[src/rtl/mem_port_arbiter.sv]
// mem_port_arbiter: shares one data-memory port between the CPU load/store
// path and the DMA memory master. Ownership is granted one access at a time.
// Default policy is fixed CPU priority. A saturating starvation counter
// forces a DMA grant once the DMA has lost DMA_MAX_WAIT contended
// arbitrations.
// Optional feature: define MEM_PORT_ARB_RR_EN to resolve contention
// round-robin instead. In that build the starvation counter is not used.
module mem_port_arbiter #(
  parameter int ADDR_W       = 32,
  parameter int XLEN         = 32,
  parameter int DMA_MAX_WAIT = 8
) (
  input  logic              clk,
  input  logic              rst,
  input  logic              cpu_req,
  input  logic              cpu_we,
  input  logic [ADDR_W-1:0] cpu_addr,
  input  logic [XLEN-1:0]   cpu_wdata,
  output logic [XLEN-1:0]   cpu_rdata,
  output logic              cpu_ready,
  input  logic              dma_mem_req,
  input  logic              dma_mem_we,
  input  logic [ADDR_W-1:0] dma_mem_addr,
  input  logic [XLEN-1:0]   dma_mem_wdata,
  output logic [XLEN-1:0]   dma_mem_rdata,
  output logic              dma_mem_ready,
  output logic              mem_req,
  output logic              mem_we,
  output logic [ADDR_W-1:0] mem_addr,
  output logic [XLEN-1:0]   mem_wdata,
  input  logic [XLEN-1:0]   mem_rdata,
  input  logic              mem_ready,
  output logic              grant_dma
);

  typedef enum logic [1:0] {
    OWN_NONE = 2'd0,
    OWN_CPU  = 2'd1,
    OWN_DMA  = 2'd2
  } owner_e;

  owner_e owner_q, owner_d;
  logic   grant_dma_q, grant_dma_d;

`ifdef MEM_PORT_ARB_RR_EN
  logic last_dma_q, last_dma_d;
`else
  localparam int CNT_W = (DMA_MAX_WAIT > 0) ? $clog2(DMA_MAX_WAIT + 1) : 1;
  localparam logic [CNT_W-1:0] CNT_MAX = CNT_W'(DMA_MAX_WAIT);
  logic [CNT_W-1:0] wait_cnt_q, wait_cnt_d;
`endif

  // State registers; reset drops any in-flight access immediately
  always_ff @(posedge clk or posedge rst) begin
    if (rst) begin
      owner_q     <= OWN_NONE;
      grant_dma_q <= 1'b0;
`ifdef MEM_PORT_ARB_RR_EN
      last_dma_q  <= 1'b0;
`else
      wait_cnt_q  <= '0;
`endif
    end else begin
      owner_q     <= owner_d;
      grant_dma_q <= grant_dma_d;
`ifdef MEM_PORT_ARB_RR_EN
      last_dma_q  <= last_dma_d;
`else
      wait_cnt_q  <= wait_cnt_d;
`endif
    end
  end

  // Next-owner selection: arbitrate while idle, release on completion or abandon
  always_comb begin
    owner_d = owner_q;
`ifdef MEM_PORT_ARB_RR_EN
    last_dma_d = last_dma_q;
`else
    wait_cnt_d = wait_cnt_q;
`endif
    case (owner_q)
      OWN_NONE: begin
        if (cpu_req && dma_mem_req) begin
`ifdef MEM_PORT_ARB_RR_EN
          owner_d = last_dma_q ? OWN_CPU : OWN_DMA;
`else
          if (wait_cnt_q >= CNT_MAX) begin
            owner_d    = OWN_DMA;
            wait_cnt_d = '0;
          end else begin
            owner_d = OWN_CPU;
            if (wait_cnt_q != CNT_MAX) begin
              wait_cnt_d = wait_cnt_q + 1'b1;
            end
          end
`endif
        end else if (cpu_req) begin
          owner_d = OWN_CPU;
        end else if (dma_mem_req) begin
          owner_d = OWN_DMA;
`ifndef MEM_PORT_ARB_RR_EN
          wait_cnt_d = '0;
`endif
        end
`ifdef MEM_PORT_ARB_RR_EN
        if (owner_d != OWN_NONE) begin
          last_dma_d = (owner_d == OWN_DMA);
        end
`endif
      end
      OWN_CPU: begin
        if (!cpu_req || mem_ready) begin
          owner_d = OWN_NONE;
        end
      end
      OWN_DMA: begin
        if (!dma_mem_req || mem_ready) begin
          owner_d = OWN_NONE;
        end
      end
      default: owner_d = OWN_NONE;
    endcase
    grant_dma_d = (owner_d == OWN_DMA);
  end

  // Downstream port mux and upstream ready steering from the current owner
  always_comb begin
    mem_req       = 1'b0;
    mem_we        = 1'b0;
    mem_addr      = '0;
    mem_wdata     = '0;
    cpu_ready     = 1'b0;
    dma_mem_ready = 1'b0;
    case (owner_q)
      OWN_CPU: begin
        mem_req   = cpu_req;
        mem_we    = cpu_we;
        mem_addr  = cpu_addr;
        mem_wdata = cpu_wdata;
        cpu_ready = cpu_req & mem_ready;
      end
      OWN_DMA: begin
        mem_req       = dma_mem_req;
        mem_we        = dma_mem_we;
        mem_addr      = dma_mem_addr;
        mem_wdata     = dma_mem_wdata;
        dma_mem_ready = dma_mem_req & mem_ready;
      end
      default: begin
        mem_req = 1'b0;
      end
    endcase
  end

  assign cpu_rdata     = mem_rdata;
  assign dma_mem_rdata = mem_rdata;
  assign grant_dma     = grant_dma_q;

endmodule

[config.mk]
export PLATFORM = sky130hd
export DESIGN_NAME = mem_port_arbiter
export DESIGN_NICKNAME = d
export VERILOG_FILES = /design/src/rtl/mem_port_arbiter.sv
export SDC_FILE = /design/constraint.sdc
export NUM_CORES = 1
export LEC_CHECK = 0
export ABC_AREA = 1
export CAP_MARGIN = 15
export CORE_AREA = 2 2 117 119
export CTS_BUF_LIST = sky130_fd_sc_hd__clkbuf_16
export DETAILED_ROUTE_END_ITERATION = 7
export DIE_AREA = 0 0 119 121
export GPL_ROUTABILITY_DRIVEN = 0
export PLACE_DENSITY = 0.6
export RECOVER_POWER = 25
export SYNTH_ARGS = -nofsm -noshare
export SYNTH_HDL_FRONTEND = slang
export SYNTH_SLANG_ARGS = --single-unit
[constraint.sdc]
create_clock -name clk -period 3.25 [get_ports clk]
set_clock_uncertainty 0.05 [all_clocks]
set_input_delay 0.4875 -clock clk [delete_from_list [all_inputs] [get_ports clk]]
set_output_delay 0.4875 -clock clk [all_outputs]
set_load 0.01 [all_outputs]
# Yosys cells after proc, flatten, opt, wreduce, memory -nomap -nowiden
# Cells that the tools add are included.
[op_classes] n_addsub=1 n_mux=18 bitwise_logic=2 eq_ne=6 n_reduce_logical=8 magnitude_cmp=1
[op_table] op="32-bit one-hot mux with 2 select lines" n=2
[op_table] op="4-bit two-way mux" n=5
[op_table] op="2-bit two-way mux" n=6
[op_table] op="2-bit one-hot mux with 3 select lines" n=1
[op_table] op="4-bit by 1-bit adder with 4-bit output (second input constant)" n=1
[op_table] op="2-bit == test (second input constant)" n=2
[op_table] op="4-bit greater-or-equal comparator (second input constant)" n=1
[op_table] op="4-bit inequality test (second input constant)" n=1
[op_table] op="1-bit one-hot mux with 2 select lines" n=2
[op_table] op="4-bit AND reduction" n=1
[op_table] op="3-bit by 1-bit inequality test with 1-bit output (second input constant)" n=1
[op_table] op="1-bit bitwise AND" n=2
[op_table] op="2-bit by 1-bit == test with 1-bit output (second input constant)" n=1
[op_table] op="1-bit zero test" n=2
[op_table] op="2-bit zero test" n=1
[op_table] op="1-bit logical OR" n=2
[op_table] op="1-bit two-way mux" n=2
[op_table] op="2-bit by 1-bit inequality test with 1-bit output (second input constant)" n=1
[op_table] op="2-bit nonzero test" n=1
[op_table] op="1-bit logical AND" n=1
[word_totals] output_inout_bits=133 register_bits=7 elab_cells=39 inputBits=167

# Longest topological paths before layout
[logic_depth] depth_word=5 mapped_depth=8 mapped_depth_nobuf=8

# Least setup slack after synthesis
# OpenSTA, ideal clock, no wires.
[synth_timing] path_type="reg-to-output" start="register owner_q[0]" end="output mem_addr[10]" t_required_ns=2.712 slack_ns=1.441 path_stages_with_launch=7 n_path_buf=2 t_arrival_ns=1.271 cell_sequence="dfrtp_1 inv_1 ha_1 inv_1 buf_2 buf_2 a21oi_1"
[synth_via] elab_chain_len=2 word_cells_on_any_way=3 cone_classes="eq/ne (2); mux (1)"
[synth_rtl] item="start, declared" line="42" rtl="owner_e owner_q, owner_d;"
[synth_rtl] item="start signal, assigned" line="64" rtl="owner_q <= owner_d;"
[synth_rtl] item="2-bit == test / 2-bit by 1-bit == test with 1-bit output (equally long branches)" line="135" rtl="case (owner_q)"
[synth_rtl] item="32-bit one-hot mux with 2 select lines *" line="135"
[synth_rtl] item="end, declared" line="29" rtl="output logic [ADDR_W-1:0] mem_addr,"
# Mark *: on every way between the ends. The rest lies on a longest branch, timed or not.

# Worst setup path after layout
[layout_timing] start="register owner_q[0]" end="output mem_addr[16]"
# The elaborated chain is that of the path after synthesis.

==> impl_metrics.ini <==
[clock_tree]
clock_sinks = 7
ctsHoldBuffers = 0
cts.path.max_buffers = 2
root_buffer = clkbuf_16
clkTransAtPathRegs_ns = 0.04
insertion_delay_ns = 0.24
cts_resized = 0
cts_tree = built
cts_setup_buffers = 0
h-tree-depth = 1
numCtsBuffers = 3

[placement]
dp_hpwl_mm = 6.87
port_buffers = 203
post-place-cells = 638

[sta]
fmax_ghz = 0.368
rsz0062_at_grt = no
drv_slew = 0
worst_pin_slew_ns = 0.379
setup_violations = 0
hold_violations = 0
fin_setup_tns_ns = 0
finalCriticalPeriod_ns = 2.72
min_period_over_period_pct = 83.5
slew_headroom_pct = 74.7

[yosys]
yosysMostFrequentCell = nand2_1
async_flop_share_pct = 100
syn-num-nets = 511
synth-warning-count = 0
synth-edff-count = 0
syn_area_um2 = 1890
yosys_most_used_dff = dfrtp_1
yosysTopAreaCellShare_pct = 28.3
synth-seq-cells = 7
synth.avg_cell_area_um2 = 5.58
synth.yosys.seq_area_share_pct = 9.29
ys_types = 15
synth_area_leaders = buf_4, nand2_1, a21oi_1
synth_common_cells = nand2_1, buf_4, a21oi_1, inv_1
synthCells = 338
yosysTopAreaCell = buf_4

[cells_and_area]
drive_gt1_share_pct = 3.00
nets = 640
final_cells = 642
n_antenna_cell = 0
area.growth.synth_to_final_pct = 93.0
fin_util_pct = 27.8

[status]
status = complete, no violations

[worst_setup_path]
cp.arrival_ns = 2.18
crit_fanout = 36
start_kind = flip-flop
regToRegSetupSlack_ns = 1.52
worstSetupPathType = reg -> out
end_kind = output pin
worstPathRequired_ns = 2.71

[global_routing]
antenna_found_initial = 0
grt_pass1_wl_mm = 12.6
grt_pass1_vias = 2504
gr-total-overflow = 0
grt.total_usage_pct = 10.7
grt_max_degree = 37

[routing]
wl_per_cell_um = 13.0
drt-pass1-iter-count = 5
finalWirelength_mm = 8.36
drt-initial-drc-count = 61
drc = 0
via_per_inst = 3.93
via_count = 2525
antenna_left = 0

[power]
ir_worst_vdd_v = 0.000299
power_mw = 1.95
p_per_area_nw_per_um2 = 535
p_sw_mw = 0.924
p_seq_share_pct = 7.3
cell_internal_pwr_mw = 1.02
pwr-share-clk_pct = 11.1
pwr-share-comb_pct = 81.6
swShare_pct = 47.4
p_leak_nw = 1.30

[floorplan]
core_area_um2 = 13100
pin_count = 300
die_x_um = 119
die_h_um = 121
initial_utilization_pct = 14.4
die-area_um2 = 14400
row_count = 42

[hold_path]
hp-class = reg -> reg

[job]
maxCapViolations = 0
[routing by layer]
layer / up-vias / global-route usage (%) / part of all wire (%)
met4: 0 / 4.54 / 3.7
met2: 151 / 18.4 / 47
met3: 38 / 4.37 / 12
met1: 1080 / 11.7 / 37
li1: 1256 / - / -
met5: - / 0 / 0
[layout by cell type (no fill, tap or decap)]
| cell type | instances |
|---|---|
| nand3_1 | 6 |
| xor2_1 | 1 |
| nand2_2 | 1 |
| clkdlybuf4s50_1 | 202 |
| buf_4 | 6 |
| o21ai_0 | 3 |
| dfrtp_1 | 7 |
| o21ai_1 | 1 |
| nor2_1 | 7 |
| ha_2 | 2 |
| ha_1 | 4 |
| nand2_1 | 142 |
| inv_1 | 10 |
| inv_2 | 1 |
| dlygate4sd3_1 | 1 |
| a21oi_1 | 68 |
| clkinv_2 | 1 |
| clkbuf_16 | 3 |
[power groups by stage]
| stage | clock [mW] | sequential (mW) | combinational (mW) |
|---|---|---|---|
| 2_1_floorplan | 0 | 0.140 | 0.940 |
| 3_3_place_gp | 0 | 0.141 | 1.57 |
| 3_5_place_dp | 0 | 0.145 | 1.60 |
| 4_1_cts | 0.219 | 0.143 | 1.62 |
| 5_1_grt | 0.224 | 0.149 | 1.75 |
| 6_report | 0.216 | 0.143 | 1.59 |
[final timing paths]
kind,startpoint,end,cells past startpoint
setup / recovery,owner_q[0]$_DFF_PP0_,mem_addr[16],6
setup reg to reg,owner_q[1]$_DFF_PP0_,grant_dma$_DFF_PP0_,9
hold reg to reg,wait_cnt_q[3]$_DFFE_PP0P_,wait_cnt_q[3]$_DFFE_PP0P_,2
hold / removal,wait_cnt_q[3]$_DFFE_PP0P_,wait_cnt_q[3]$_DFFE_PP0P_,2
min in group asynchronous,rst,grant_dma$_DFF_PP0_,2
max in group asynchronous,rst,owner_q[0]$_DFF_PP0_,2
[per-stage QoR]
step                      setup WS [ns]  hold slack (ns)  instance area, um2
final                             0.535            0.471                3640
after global routing              0.411            0.486                3640
after CTS                         0.490            0.461                3640
after detailed placement          0.750            0.460                3560
after global placement            0.774            0.448                3560
after floorplan                    1.44            0.241                1890
[registers in the layout, indices dropped and copies added (netlist names)]
signal      count
owner_q         2
wait_cnt_q      4
grant_dma       1
[cells by family after synthesis]
| logic type | count (synthesis) | share of synthesized area [%] |
|---|---|---|
| xor gates and xnor gates | 1 | 0.465 |
| DFF | 7 | 9.29 |
| adders and majority gates | 6 | 3.98 |
| buffers and inverters | 96 | 35.6 |
| AOI/OAI and AO/OA | 72 | 19.1 |
| and+or+nand+nor | 156 | 31.6 |
[critical path, stage by stage, from the launching register on]
cell	delay [ns]
dfrtp_1	0.41
inv_1	0.11
ha_2	0.18
buf_4	0.33
nand2_1	0.14
a21oi_1	0.18
clkdlybuf4s50_1	0.57
[final cells by class]
| cell class | count | area [um2] |
|---|---|---|
| flip-flops and latches | 7 | 175 |
| clock buffers | 3 | 75.1 |
| multi-input cells | 235 | 1040 |
| clock inverters | 1 | 5.00 |
| well taps | 176 | 220 |
| repair buffers | 209 | 2080 |
| inverters | 11 | 41.3 |
| fillers | 1434 | 9450 |
Power figures use the tool's default switching activity.
